`config.mk`:
```
export PLATFORM = sky130hd
export DESIGN_NAME = audio_sample_sched
export DESIGN_NICKNAME = d
export VERILOG_FILES = /design/src/rtl/audio_sched_pkg.sv /design/src/rtl/audio_sat_vol.sv /design/src/rtl/audio_sample_sched.sv
export SDC_FILE = /design/constraint.sdc
export NUM_CORES = 1
export LEC_CHECK = 0
export CAP_MARGIN = 20
export CORE_MARGIN = 2
export CORE_UTILIZATION = 40
export DETAILED_ROUTE_END_ITERATION = 8
export PLACE_DENSITY = 0.67
export SYNTH_ARGS = -nofsm -noshare
export SYNTH_HDL_FRONTEND = slang
export SYNTH_SLANG_ARGS = --single-unit
```
`constraint.sdc`:
```
create_clock -name clk -period 6.04 [get_ports clk]
set_clock_uncertainty 0.05 [all_clocks]
set_input_delay 1.208 -clock clk [delete_from_list [all_inputs] [get_ports clk]]
set_output_delay 1.208 -clock clk [all_outputs]
set_load 0.01 [all_outputs]
```
`src/rtl/audio_sched_pkg.sv`:
```
// Shared constants, state and volume encodings for the audio sample scheduler.
package audio_sched_pkg;

    localparam int AUDIO_RATE   = 48000;
    localparam int CLK_HZ_PAL   = 31_527_954;
    localparam int CLK_HZ_NTSC  = 32_727_264;
    localparam int ACC_W        = 27;
    localparam int MUTE_SAMPLES = 64;
    localparam int MUTE_W       = $clog2(MUTE_SAMPLES + 1);

    // Two clk_audio edges per sample, so the accumulator advances by twice the rate.
    localparam logic [ACC_W-1:0] INC      = ACC_W'(2 * AUDIO_RATE);
    localparam logic [ACC_W-1:0] MOD_PAL  = ACC_W'(CLK_HZ_PAL);
    localparam logic [ACC_W-1:0] MOD_NTSC = ACC_W'(CLK_HZ_NTSC);

    typedef enum logic {
        S_MUTE = 1'b0,
        S_RUN  = 1'b1
    } sched_state_t;

    typedef enum logic [1:0] {
        VOL_MUTE  = 2'd0,
        VOL_QTR   = 2'd1,
        VOL_HALF  = 2'd2,
        VOL_UNITY = 2'd3
    } vol_t;

    // Clamp a 17-bit signed value into 16 bits.
    function automatic logic signed [15:0] sat16(input logic signed [16:0] a);
        logic signed [15:0] r;
        if (a[16] != a[15]) r = {a[16], {15{~a[16]}}};
        else                r = a[15:0];
        return r;
    endfunction

    // Power-of-two attenuation; shifts keep the sign.
    function automatic logic signed [15:0] vol_scale(input logic signed [15:0] s,
                                                     input logic [1:0] vol);
        logic signed [15:0] r;
        case (vol)
            VOL_MUTE: r = '0;
            VOL_QTR:  r = s >>> 2;
            VOL_HALF: r = s >>> 1;
            default:  r = s;
        endcase
        return r;
    endfunction

endpackage

```
`src/rtl/audio_sat_vol.sv`:
```
// Per-channel sample conditioning: halve, saturate to 16 bits, apply volume.
module audio_sat_vol
    import audio_sched_pkg::*;
(
    input  logic               clk,
    input  logic               reset_n,
    input  logic signed [17:0] audio_in,
    input  logic        [1:0]  volume,
    output logic signed [15:0] sample_out
);

    logic signed [16:0] a17_q;
    logic signed [15:0] sat_q;

    // Three free-running stages; the capture register downstream picks the value it needs.
    always_ff @(posedge clk or negedge reset_n) begin
        if (!reset_n) begin
            a17_q      <= '0;
            sat_q      <= '0;
            sample_out <= '0;
        end else begin
            a17_q      <= 17'(audio_in >>> 1);
            sat_q      <= sat16(a17_q);
            sample_out <= vol_scale(sat_q, volume);
        end
    end

endmodule

```
`src/rtl/audio_sample_sched.sv`:
```
// Audio sample scheduler: fractional 48 kHz clock from the pixel clock, mute sequencing
// across video-mode changes, and a sample word held stable across each clk_audio rise.
//
//  state  | meaning
//  S_MUTE | words captured as zero; counting sample strobes down from MUTE_SAMPLES
//  S_RUN  | conditioned samples captured on each clk_audio fall
module audio_sample_sched
    import audio_sched_pkg::*;
(
    input  logic               clk,
    input  logic               reset_n,
    input  logic               ntscmode,
    input  logic signed [17:0] audio_l,
    input  logic signed [17:0] audio_r,
    input  logic        [1:0]  system_volume,
    output logic               clk_audio,
    output logic               sample_stb,
    output logic        [31:0] audio_sample_word,
    output logic               muted
);

    logic [ACC_W-1:0]  acc;
    logic [ACC_W-1:0]  acc_sum;
    logic [ACC_W-1:0]  modulus;
    logic              ntsc_q;
    logic              started;
    logic              mode_chg;
    logic              toggle;
    sched_state_t      state;
    sched_state_t      state_nxt;
    logic [MUTE_W-1:0] mute_cnt;
    logic [MUTE_W-1:0] mute_cnt_nxt;
    logic signed [15:0] s3_l;
    logic signed [15:0] s3_r;

    audio_sat_vol u_sat_l (
        .clk        (clk),
        .reset_n    (reset_n),
        .audio_in   (audio_l),
        .volume     (system_volume),
        .sample_out (s3_l)
    );

    audio_sat_vol u_sat_r (
        .clk        (clk),
        .reset_n    (reset_n),
        .audio_in   (audio_r),
        .volume     (system_volume),
        .sample_out (s3_r)
    );

    // Wrap detection; a mode change suppresses the toggle so the new mode starts from phase 0.
    always_comb begin
        modulus  = ntscmode ? MOD_NTSC : MOD_PAL;
        acc_sum  = acc + INC;
        mode_chg = started && (ntscmode != ntsc_q);
        toggle   = !mode_chg && (acc_sum >= modulus);
    end

    // Phase accumulator; ntsc_q takes its first value on the first clock without flagging a change.
    always_ff @(posedge clk or negedge reset_n) begin
        if (!reset_n) begin
            acc     <= '0;
            ntsc_q  <= 1'b0;
            started <= 1'b0;
        end else begin
            started <= 1'b1;
            ntsc_q  <= ntscmode;
            if (mode_chg)    acc <= '0;
            else if (toggle) acc <= acc_sum - modulus;
            else             acc <= acc_sum;
        end
    end

    // Audio clock, rise strobe, and word capture on the fall so the word is settled before the next rise.
    always_ff @(posedge clk or negedge reset_n) begin
        if (!reset_n) begin
            clk_audio         <= 1'b0;
            sample_stb        <= 1'b0;
            audio_sample_word <= '0;
        end else begin
            clk_audio  <= clk_audio ^ toggle;
            sample_stb <= toggle & ~clk_audio;
            if (toggle && clk_audio)
                audio_sample_word <= muted ? 32'h0 : {s3_l, s3_r};
        end
    end

    // FSM state register.
    always_ff @(posedge clk or negedge reset_n) begin
        if (!reset_n) begin
            state    <= S_MUTE;
            mute_cnt <= MUTE_W'(MUTE_SAMPLES);
        end else begin
            state    <= state_nxt;
            mute_cnt <= mute_cnt_nxt;
        end
    end

    // FSM next state: mode change from any state restarts the mute window.
    always_comb begin
        state_nxt    = state;
        mute_cnt_nxt = mute_cnt;
        muted        = (state == S_MUTE);
        if (mode_chg) begin
            state_nxt    = S_MUTE;
            mute_cnt_nxt = MUTE_W'(MUTE_SAMPLES);
        end else begin
            case (state)
                S_MUTE: begin
                    if (sample_stb) begin
                        mute_cnt_nxt = mute_cnt - MUTE_W'(1);
                        if (mute_cnt == MUTE_W'(1)) state_nxt = S_RUN;
                    end
                end
                default: state_nxt = S_RUN;
            endcase
        end
    end

endmodule

```
==> reports/summary.md <==
For this run, the register share of the synthesized area comes to 54.2%. During placement, the flow inserted port buffers numbering 73. For the worst slew margin relative to its limit, the log shows 30.5%.

For this run, the leading register cell type out of synthesis is sky130_fd_sc_hd__dfrtp_1. The total count of hold-check failures in the final report was 0; the sum of buffers and inverters on the critical path was 1. The deepest level of the CTS H-tree is 4, and the count of cell types in the netlist is 66. The largest single stage delay on the critical path is 0.50 ns. From synthesis to final layout, the design area changed by 21.0%.

The minimum clock period after layout came out at 4.79 ns. The sum of negative setup slack is 0 ns. The tools report the setup-violating endpoint count in the final report as 0. The number of nets at the end of the flow is 841.

The slowest stage of the critical path belongs to the cell sky130_fd_sc_hd__dfrtp_1. The relative contribution of the clock network to total power was 26.0%. The type of the tightest min-delay check was reg -> reg.

After the first detailed-routing iteration, the DRC count stood at 240. After floorplanning, the core was divided into 50 placement rows. The run gives 0 as the max-slew violation count. Traced cell by cell, the critical path runs through nor4_1, a21boi_2, nor2_1, and4_1, xor2_1, ha_1, nand2_1, nor4_1, o21ai_0, a21oi_1, a211oi_4, a21o_1, nor2_1, ha_2, buf_4, nand3_1, o21ai_0.

The worst setup path is launched from a flop. For the count of hold-fix buffers inserted at cts, the log shows 0. The placeable core area was 18900 µm²; the count of flip-flops with a built-in enable after synthesis was 0. The worst setup path is captured at a flop.

The biggest area contributor in the post-synthesis netlist is sky130_fd_sc_hd__dfrtp_1. Data on the critical path is required at its endpoint by 6.33 ns. Cell internal power was estimated by the tool at 2660 µW. The number of antenna violations at the first check in global routing is 0, and the share of cells above drive strength 1 is 11.7%.

The leftover overflow at the end of global routing was 0. The largest fanout on the critical path is 64. The Yosys warning count was 0; the power per cell area was 458 nW/µm².

The share of synthesized area in the top cell type comes to 53.9%. The run finished with clean final reports. For the number of iterations in the first detailed-routing pass, the log shows 4. The actual slew at the worst max-slew pin is 1.04 ns. After detailed routing, the number of remaining DRC violations is 0. The mean number of vias per cell came out at 5.04. The initial utilization of the core area, before any placement, comes to 41.1%. OpenSTA, run right after detailed placement, puts the worst setup slack at 1.04 ns.

Routability-driven placement finished with a final weighted congestion of 0.849. Yosys instantiated no cell more often than sky130_fd_sc_hd__dfrtp_1. For this block, the routed nets add up to 15100 µm of wire. The count of antenna diodes in the layout came out at 0.

In this design, the largest share of critical-path delay is due to simple AND/OR/NAND/NOR gates. The logic gate share of total power is 39.7%, and the CTS sink count is 168. The run gives 76 as the top-level I/O count. The commonest cells after synthesis are sky130_fd_sc_hd__dfrtp_1 (167), sky130_fd_sc_hd__inv_1 (52), sky130_fd_sc_hd__nand2_1 (48), sky130_fd_sc_hd__o21ai_0 (43), sky130_fd_sc_hd__nand3_1 (42). The logs give 1640 µW for the switching power of the nets and 782 for the synthesized net count.

The die covers 20500 µm². The first global-routing pass estimated 25500 µm of wire. The tool flagged a number of max-cap violations equal to 0. Global routing used 15.7% of the available tracks across all layers. TritonCTS built the clock tree. Buffers added to address setup during post-CTS repair amount to 0.

The worst path uses 79.3% of the clock period. Count of placed standard cells including taps: 1014. Data on the critical path arrives at its endpoint at 5.08 ns. Summing every instance area after synthesis gives 7760 µm². The final hold slack came out at 0.401 ns.

After technology mapping, the gate count stands at 717. In the synthesized netlist the async set-or-reset flop fraction comes to 100%. The run gives 34.3% as the part of the power in registers. The clock root buffer master is sky130_fd_sc_hd__clkbuf_16. The clock-pin slew on the worst setup and hold paths works out to 0.07 ns.

By area the synthesized netlist is led by sky130_fd_sc_hd__dfrtp_1 (54%), sky130_fd_sc_hd__mux2_2 (4.1%), sky130_fd_sc_hd__ha_1 (3.9%). The number of clock buffers added by TritonCTS is 17. Setup repair after global routing left no endpoint under its margin. The clock passes through at most 2 buffers. Setup slack closes at 1.25 ns.

The tools report the half-perimeter wire length after detailed placement as 10200 µm. IR analysis of the VDD net gives a maximum drop of 239 µV. The cell leakage power was 0.00421 µW.

The tools report the clock insertion delay at the later pin of the skew report as 0.43 ns. The maximum operating frequency was 0.209 GHz; the vertical die dimension was 143 µm. Detailed routing inserted a total of 5287 vias. The mean post-synth cell area is 10.8 µm², and the largest net degree at the start of global routing is 118. The category of the most critical setup path is reg -> reg.

Leaving out filler cells and counting taps, the final layout contains 1049. The post-cts repair resize count is 0. The synthesized design contains 168 register bits. The number of antenna-violating nets in the routed design was 0; the wire length per cell was 14.4 µm. In this run switching power makes up 38.1% of total power.

The number of global-route vias before repair came out at 5082. The die is 143 µm wide.
-- power by group through the flow --
stage | registers (µW) | clock network, µW | logic [µW]
3_3_place_gp | 1490 | 0 | 1660
3_5_place_dp | 1500 | 0 | 1680
6_report | 1480 | 1120 | 1710
2_1_floorplan | 1420 | 0 | 1360
4_1_cts | 1480 | 1140 | 1690
5_1_grt | 1500 | 1200 | 1890
-- per-layer routing --
metal	share of wire (%)	track usage (%)	wire length, µm
met2	48	25.5	7270
met4	1.3	5.01	202
met1	47	21.1	7050
met3	3.8	3.66	580
met5	0	0	0
-- worst reg2reg max path, stage by stage, from the launching register on --
cell and delay [ns]:
sky130_fd_sc_hd__dfrtp_1 0.50, sky130_fd_sc_hd__nor4_1 0.49, sky130_fd_sc_hd__a21boi_2 0.45, sky130_fd_sc_hd__nor2_1 0.13
sky130_fd_sc_hd__and4_1 0.24, sky130_fd_sc_hd__xor2_1 0.16, sky130_fd_sc_hd__ha_1 0.41, sky130_fd_sc_hd__nand2_1 0.13
sky130_fd_sc_hd__nor4_1 0.24, sky130_fd_sc_hd__o21ai_0 0.20, sky130_fd_sc_hd__a21oi_1 0.35, sky130_fd_sc_hd__a211oi_4 0.09
sky130_fd_sc_hd__a21o_1 0.21, sky130_fd_sc_hd__nor2_1 0.16, sky130_fd_sc_hd__ha_2 0.19, sky130_fd_sc_hd__buf_4 0.43
sky130_fd_sc_hd__nand3_1 0.17, sky130_fd_sc_hd__o21ai_0 0.10
-- flip-flops by register name (all words and copies together), names as in the netlist --
name / flops
acc: 26
u_sat_r.sample_out: 16
state: 1
u_sat_l.sat_q: 16
started: 1
mute_cnt: 7
u_sat_r.a17_q: 17
clk_audio: 1
audio_sample_word: 32
u_sat_r.sat_q: 16
u_sat_l.a17_q: 17
ntsc_q: 1
u_sat_l.sample_out: 16
sample_stb: 1
-- layout by cell type (no fill, tap or decap), types with 6 or more instances in the layout --
cell                              synthesis  final
sky130_fd_sc_hd__dfrtp_1                167    167
sky130_fd_sc_hd__clkdlybuf4s50_1          0     72
sky130_fd_sc_hd__inv_1                   52     52
sky130_fd_sc_hd__nand2_1                 48     48
sky130_fd_sc_hd__o21ai_0                 43     43
sky130_fd_sc_hd__nand3_1                 42     42
sky130_fd_sc_hd__a21o_1                  35     35
sky130_fd_sc_hd__a22o_1                  30     30
sky130_fd_sc_hd__mux2_2                  28     28
sky130_fd_sc_hd__a21oi_1                 28     28
sky130_fd_sc_hd__nor2_1                  27     27
sky130_fd_sc_hd__ha_1                    24     23
sky130_fd_sc_hd__xnor2_1                 18     18
sky130_fd_sc_hd__clkbuf_16                0     17
sky130_fd_sc_hd__xor2_1                  11     11
sky130_fd_sc_hd__nor3_1                  10     10
sky130_fd_sc_hd__a211oi_1                 9      9
sky130_fd_sc_hd__nand4_1                  6      6
sky130_fd_sc_hd__buf_4                    0      6
-- per-stage QoR --
step	power [µW]	utilization (%)	instance area, µm²
3_5_place_dp	3170	46.0	8690
5_1_grt	4590	49.7	9390
6_report	4300	49.7	9390
4_1_cts	4310	49.3	9310
2_1_floorplan	2780	-	7760
3_3_place_gp	3150	46.0	8690
-- final timing paths --
check / start / endpoint / slack (ns) / cells past startpoint
max: acc[16] / audio_sample_word[14] / 1.25 / 17
min: u_sat_r.a17_q[14] / u_sat_r.sat_q[14] / 0.40 / 1
max reg2reg: acc[16] / audio_sample_word[14] / 1.25 / 17
min reg2reg: u_sat_r.a17_q[14] / u_sat_r.sat_q[14] / 0.40 / 1
max in group asynchronous: reset_n / audio_sample_word[25] / 4.26 / 2
min in group asynchronous: reset_n / audio_sample_word[12] / 0.65 / 1
-- logic make-up (layout without fill, tap and decap cells) --
kind of cell / Yosys count / in the layout / share of synthesized area [%]
AOI/OAI and AO/OA: 193 / 193 / 17.8
xor gates and xnor gates: 29 / 29 / 3.27
adders and majority gates: 24 / 24 / 3.87
buffers and inverters: 94 / 166 / 4.79
DFF: 168 / 168 / 54.2
muxes: 29 / 29 / 4.19
other: 1 / 1 / 0.0483
and+or+nand+nor: 179 / 179 / 11.8
-- final cells by class --
cell class / instances / area, µm²
Inverter: 52 / 195
Clock buffer: 18 / 439
Fill cell: 1716 / 9500
Clock inverter: 14 / 179
Sequential cell: 168 / 4210
Tap cell: 260 / 325
Multi-Input combinational cell: 455 / 3190
Timing Repair Buffer: 82 / 860
(Power assumes the default switching activity.)
